[config.mk]
export PLATFORM = sky130hd
export DESIGN_NAME = lab3_keypad_scanner
export DESIGN_NICKNAME = d
export VERILOG_FILES = /design/src/rtl/lab3_keypad_pkg.sv /design/src/rtl/lab3_stable_counter.sv /design/src/rtl/lab3_keypad_scanner.sv
export SDC_FILE = /design/constraint.sdc
export NUM_CORES = 1
export LEC_CHECK = 0
export CAP_MARGIN = 15
export CORE_MARGIN = 2
export CORE_UTILIZATION = 58
export CTS_BUF_LIST = sky130_fd_sc_hd__clkbuf_4 sky130_fd_sc_hd__clkbuf_8 sky130_fd_sc_hd__clkbuf_16
export CTS_CLUSTER_DIAMETER = 120
export DETAILED_ROUTE_END_ITERATION = 8
export PLACE_DENSITY_LB_ADDON = 0.2
export SKIP_LAST_GASP = 1
export SYNTH_ARGS = -nofsm -noshare
export SYNTH_HDL_FRONTEND = slang
export SYNTH_HIERARCHICAL = 1
export SYNTH_SLANG_ARGS = --single-unit
[constraint.sdc]
create_clock -name clk -period 5.1 [get_ports clk]
set_input_delay 0.51 -clock clk [delete_from_list [all_inputs] [get_ports clk]]
set_output_delay 0.51 -clock clk [all_outputs]
set_load 0.02 [all_outputs]
[src/rtl/lab3_keypad_pkg.sv]
// lab3_keypad_pkg
//   Shared types and helpers for the lab3 keypad scanner.
//   scan_state_t : scanner FSM states
//   keymap()     : translates the driven column index and the one-hot
//                  row pattern into the hex code printed on the key cap
package lab3_keypad_pkg;

    typedef enum logic [1:0] {
        SCAN,
        DEB_PRESS,
        HELD,
        DEB_RELEASE
    } scan_state_t;

    // Each row holds the four key codes packed as nibbles, column 0 in the
    // low nibble, so the column index selects the nibble directly.
    function automatic logic [3:0] keymap(input logic [1:0] col_idx,
                                          input logic [3:0] row_onehot);
        logic [15:0] row_codes;
        case (row_onehot)
            4'b0001: row_codes = 16'hFB0A;
            4'b0010: row_codes = 16'hE987;
            4'b0100: row_codes = 16'hD654;
            4'b1000: row_codes = 16'hC321;
            default: row_codes = 16'h0000;
        endcase
        return row_codes[{col_idx, 2'b00} +: 4];
    endfunction

endpackage

[src/rtl/lab3_stable_counter.sv]
// lab3_stable_counter
//   Counts consecutive stable cycles for the keypad debouncer.
//   Ports:
//     clk   in  system clock
//     reset in  asynchronous, active-low reset
//     clear in  zero the count (takes priority over inc)
//     inc   in  advance the count by one
//     done  out count has reached DEBOUNCE_CYC-1
module lab3_stable_counter #(
    parameter int DEBOUNCE_CYC = 400_000
) (
    input  logic clk,
    input  logic reset,
    input  logic clear,
    input  logic inc,
    output logic done
);

    localparam int CNT_W = (DEBOUNCE_CYC > 1) ? $clog2(DEBOUNCE_CYC) : 1;
    localparam logic [CNT_W-1:0] CNT_LAST = CNT_W'(DEBOUNCE_CYC - 1);

    logic [CNT_W-1:0] count;

    // The count parks at its last value instead of wrapping, so a long
    // stable period can never roll over and look like a fresh start.
    always_ff @(posedge clk or negedge reset) begin
        if (!reset) begin
            count <= '0;
        end else if (clear) begin
            count <= '0;
        end else if (inc && !done) begin
            count <= count + 1'b1;
        end
    end

    assign done = (count == CNT_LAST);

endmodule

[src/rtl/lab3_keypad_scanner.sv]
// lab3_keypad_scanner
//   4x4 matrix keypad scanner: strobes the columns one-hot, samples the
//   synchronised rows, debounces press and release and emits one pulse
//   per accepted key.
//   Ports:
//     clk       in   system clock
//     reset     in   asynchronous, active-low reset
//     rows      in   raw keypad rows, active-high, asynchronous to clk
//     cols      out  one-hot column drive
//     key_valid out  one-cycle pulse when a debounced key is accepted
//     key_code  out  hex code of the last accepted key
//     key_held  out  high from accept until the release is debounced
module lab3_keypad_scanner
    import lab3_keypad_pkg::*;
#(
    parameter int SCAN_DIV     = 100_000,
    parameter int DEBOUNCE_CYC = 400_000
) (
    input  logic       clk,
    input  logic       reset,
    input  logic [3:0] rows,
    output logic [3:0] cols,
    output logic       key_valid,
    output logic [3:0] key_code,
    output logic       key_held
);

    localparam int DIV_W = (SCAN_DIV > 1) ? $clog2(SCAN_DIV) : 1;
    localparam logic [DIV_W-1:0] DIV_LAST = DIV_W'(SCAN_DIV - 1);

    scan_state_t      state;
    logic [3:0]       rows_meta;
    logic [3:0]       rows_s;
    logic [1:0]       col_idx;
    logic [DIV_W-1:0] div_cnt;
    logic [3:0]       cand_row;
    logic             rows_onehot;
    logic             dwell_end;
    logic             cand_bit;
    logic             cnt_clear;
    logic             cnt_inc;
    logic             cnt_done;

    // Two-flop synchroniser; nothing downstream ever looks at raw rows.
    always_ff @(posedge clk or negedge reset) begin
        if (!reset) begin
            rows_meta <= '0;
            rows_s    <= '0;
        end else begin
            rows_meta <= rows;
            rows_s    <= rows_meta;
        end
    end

    assign rows_onehot = (rows_s != 4'b0000) && ((rows_s & (rows_s - 4'd1)) == 4'b0000);
    assign dwell_end   = (div_cnt == DIV_LAST);
    assign cand_bit    = ((rows_s & cand_row) != 4'b0000);
    assign cols        = 4'b0001 << col_idx;

    // The one counter serves both debounce phases; it is zeroed on the way
    // into each phase and advanced only while the sampled rows stay as
    // expected for that phase.
    always_comb begin
        cnt_clear = 1'b0;
        cnt_inc   = 1'b0;
        case (state)
            SCAN:        cnt_clear = dwell_end && rows_onehot;
            DEB_PRESS:   cnt_inc   = (rows_s == cand_row);
            HELD:        cnt_clear = !cand_bit;
            DEB_RELEASE: cnt_inc   = !cand_bit;
            default:     cnt_clear = 1'b1;
        endcase
    end

    lab3_stable_counter #(
        .DEBOUNCE_CYC(DEBOUNCE_CYC)
    ) u_stable_counter (
        .clk  (clk),
        .reset(reset),
        .clear(cnt_clear),
        .inc  (cnt_inc),
        .done (cnt_done)
    );

    // Scanner FSM. The column index stays frozen outside SCAN, so the
    // candidate column is simply the current col_idx. In HELD only the
    // candidate row bit is watched, which makes other keys invisible.
    // Leaving a debounce phase always resumes at the following column.
    always_ff @(posedge clk or negedge reset) begin
        if (!reset) begin
            state     <= SCAN;
            col_idx   <= '0;
            div_cnt   <= '0;
            cand_row  <= '0;
            key_valid <= 1'b0;
            key_code  <= 4'h0;
            key_held  <= 1'b0;
        end else begin
            key_valid <= 1'b0;
            case (state)
                SCAN: begin
                    if (dwell_end) begin
                        div_cnt <= '0;
                        if (rows_onehot) begin
                            cand_row <= rows_s;
                            state    <= DEB_PRESS;
                        end else begin
                            col_idx <= col_idx + 2'd1;
                        end
                    end else begin
                        div_cnt <= div_cnt + 1'b1;
                    end
                end
                DEB_PRESS: begin
                    if (rows_s != cand_row) begin
                        state   <= SCAN;
                        col_idx <= col_idx + 2'd1;
                    end else if (cnt_done) begin
                        state     <= HELD;
                        key_valid <= 1'b1;
                        key_code  <= keymap(col_idx, cand_row);
                        key_held  <= 1'b1;
                    end
                end
                HELD: begin
                    if (!cand_bit) begin
                        state <= DEB_RELEASE;
                    end
                end
                DEB_RELEASE: begin
                    if (cand_bit) begin
                        state <= HELD;
                    end else if (cnt_done) begin
                        state    <= SCAN;
                        key_held <= 1'b0;
                        col_idx  <= col_idx + 2'd1;
                    end
                end
                default: begin
                    state <= SCAN;
                end
            endcase
        end
    end

endmodule
==> impl_metrics.py <==
metrics = {
    "route": {
        "met2_length_um": 2700,
        "first_pass_drt_iterations": 4,
        "wl_per_cell_um": 14.2,
        "detail_route.iter0.violations": 143,
        "drc": 0,
        "dr_wl_met3_um": 179,
        "dr_total_vias": 2352,
        "drt-vias-per-instance": 5.75,
        "wirelength_met1_um": 2810,
        "final_antenna_net_count": 0,
        "routed.top_layer": "met4",
        "aggregate_routed_wire_length_um": 5800,
    },
    "yosys": {
        "yosysTopAreaCell": "dfrtp_1",
        "netlist_top_cells_area": "dfrtp_1, xnor2_1, nor2_1",
        "top_reg_cell_synth": "dfrtp_1",
        "number_of_distinct_library_cell_variants_in_the_gate_level_netlist_after_synthesis": 59,
        "synth-edff-count": 0,
        "yosys.area.top_type_share_pct": 44.6,
        "synthCells": 321,
        "proportion_of_register_bits_with_asynchronous_set_or_reset_after_synthesis_pct": 100,
        "synth.cell_area_um2": 3250,
        "synth-seq-area-share_pct": 44.6,
        "ys_warn_count": 6,
        "synth.avg_cell_area_um2": 10.1,
        "synth_seq_cells": 58,
        "post_synth_net_total": 337,
    },
    "grt": {
        "first_global_vias": 2269,
        "grt_usage_pct": 21.7,
        "wire_length_of_the_first_global_routing_pass_um": 10400,
        "grt_max_degree": 59,
        "grt_antenna_before_repair": 0,
        "globalRoute.totalOverflow": 0,
    },
    "sta": {
        "final_hold_viol_count": 0,
        "worst_skew_ns": 0.00706,
        "setup-violations-final": 0,
        "slew-limit-headroom_pct": 53.0,
        "final.min_clock_period_ns": 2.98,
        "fmax_ghz": 0.335,
        "tns_ns": 0,
        "maxSlewViolCount": 0,
        "final.period_utilization_pct": 58.5,
        "final.setup.worst_slack_ns": 2.12,
        "worst-slew-pin-transition_ns": 0.699,
        "unrepaired_setup_endpoints_after_global_routing": "false",
    },
    "cells_and_area": {
        "mostFrequentLayoutCell": "dfrtp_1",
        "layout-drive-gt1-share_pct": 14.2,
        "flow.area_growth_from_synthesis_pct": 10.6,
        "layout_common_cells": "dfrtp_1, nor2_1, nand2_1, nand3_1, xnor2_1",
        "finish.net_count": 349,
        "number_of_filler_instances_in_the_final_layout": 467,
        "insertedDiodeCount": 0,
    },
    "clock_network": {
        "ctsResizeCount": 0,
        "cts_root_buffer": "clkbuf_8",
        "clk_pin_slew_worst_paths_ns": 0.06,
        "cts_post_setup_buffers_inserted": 0,
        "cts_hold_repair.buffers": 0,
        "tritoncts_num_sinks": 58,
        "worstSkewPairLatency_ns": 0.34,
        "numCtsBuffers": 9,
        "ctsLongestPathBuffers": 2,
        "tritoncts_clock_tree": "done",
        "cts.htree.levels": 3,
    },
    "place": {
        "dp_hpwl_um": 4000,
        "gp_congestion": 0.803,
        "port_buffers": 15,
        "place_ws_ns": 2.15,
    },
    "floorplan": {
        "chip_height_um": 78.9,
        "initial_core_util_pct": 59.5,
        "design.die.area_um2": 6230,
        "row_count": 27,
        "die_x_um": 78.9,
        "core-area_um2": 5470,
        "pin_count": 16,
    },
    "run_status": {
        "result_of_the_run": "completed",
    },
    "setup_path": {
        "critical_path.max_fanout": 13,
        "critical_path.slowest_cell": "dfrtp_1",
        "chain_of_cells_forming_the_critical_path": "ha_1 -> or4_4 -> nor2_1 -> o21a_1 -> nand2_1 -> nor3_2 -> and3_1 -> xnor2_1 -> nor2_1",
        "cp.required_ns": 5.31,
        "critPathTopFamily": "simple AND/OR/NAND/NOR gates",
        "critPathMostFrequentCell": "nor2_1",
        "critPathBufInv": 0,
        "arrival_ns": 3.19,
        "crit_path_start_kind": "flop",
        "criticalPathCategory": "flop to flop",
        "max_stage_delay_ns": 0.57,
        "end_kind": "flop",
    },
    "power": {
        "power-per-cell-area_nw_per_um2": 239,
        "max-vdd-ir-drop_mv": 0.141,
        "leakage_nw": 1.62,
    },
    "worst_hold_path": {
        "holdCritPathClass": "input pin to asynchronous set/reset pin",
    },
    "flow_run": {
        "timing.max_cap.violations": 0,
    },
}
-- layer usage --
layer  up-vias  track usage, %
li1       1184               -
met1      1128            28.7
met4         0            9.66
met5         -               0
met3         8            6.36
met2        32            33.1
-- cells in the mapped netlist, types with 3 or more instances --
| master | instances |
|---|---|
| a21oi_1 | 3 |
| a31oi_1 | 6 |
| and3_1 | 4 |
| clkbuf_1 | 11 |
| dfrtp_1 | 58 |
| ha_1 | 10 |
| inv_1 | 10 |
| mux2_4 | 4 |
| mux2i_1 | 4 |
| nand2_1 | 23 |
| nand2b_1 | 3 |
| nand3_1 | 17 |
| nand4_1 | 8 |
| nand4_2 | 4 |
| nor2_1 | 37 |
| nor3_1 | 6 |
| nor4_1 | 9 |
| nor4b_1 | 3 |
| o211ai_1 | 5 |
| o211ai_2 | 4 |
| o21ai_0 | 11 |
| or3_1 | 3 |
| xnor2_1 | 16 |
| xor2_1 | 12 |
-- stage by stage --
stage	hold WS, ns	area, um2	power (mW)	utilization, %	instances
finish	0.303	3600	0.862	65.8	409
global placement	0.333	3430	0.493	62.6	394
detailed placement	0.335	3430	0.494	62.6	394
CTS	0.334	3600	0.875	65.8	409
global route	0.361	3600	0.898	65.8	409
floorplan	0.214	3250	0.479	-	321
-- flip-flops by register name (all words and copies together), names as in the netlist --
register	flops
key_valid	1
rows_meta	4
cand_row	4
state	2
u_stable_counter/count	19
rows_s	4
div_cnt	17
col_idx	2
key_held	1
key_code	4
-- final timing paths --
check / startpoint / end / slack [ns] / depth (start not counted)
setup / recovery: cand_row[1] / u_stable_counter/count[10] / 2.12 / 9
hold / removal: reset / u_stable_counter/count[18] / 0.30 / 2
setup reg to reg: cand_row[1] / u_stable_counter/count[10] / 2.12 / 9
hold reg to reg: rows_meta[3] / rows_s[3] / 0.35 / 0
max in group asynchronous: reset / state[0] / 4.34 / 2
min in group clk: rows_meta[3] / rows_s[3] / 0.35 / 0
-- kinds of logic after synthesis --
kind of cell / count (synthesis) / synth area share (%)
compound gates: 48 / 11.7
xor+xnor: 28 / 7.54
fa+ha+maj: 10 / 3.84
buf+inv: 27 / 3.65
flops: 58 / 44.6
mux: 8 / 3.08
simple gates: 142 / 25.6
-- area by class of cell --
cell class                 instances  area (um2)  area share (%)
multi-input combinational        236        1680            46.8
sequential                        58        1450            40.3
timing repair buffer              17         160            4.45
clock buffer                      12         159            4.41
tap                               72        90.1            2.50
inverter                          11        41.3            1.15
clock inverter                     3        15.0           0.417
-- power by group --
group / switching, mW / internal (mW) / total (mW)
sequential: 0.00273 / 0.463 / 0.466
combinational: 0.0112 / 0.00672 / 0.0179
clock: 0.175 / 0.203 / 0.378
total: 0.189 / 0.673 / 0.862
-- worst register-to-register path, cell delays in order, from the launching register on --
cell	delay, ns
dfrtp_1	0.57
ha_1	0.31
or4_4	0.55
nor2_1	0.14
o21a_1	0.38
nand2_1	0.21
nor3_2	0.30
and3_1	0.22
xnor2_1	0.11
nor2_1	0.05
Power figures use the tool's default switching activity.
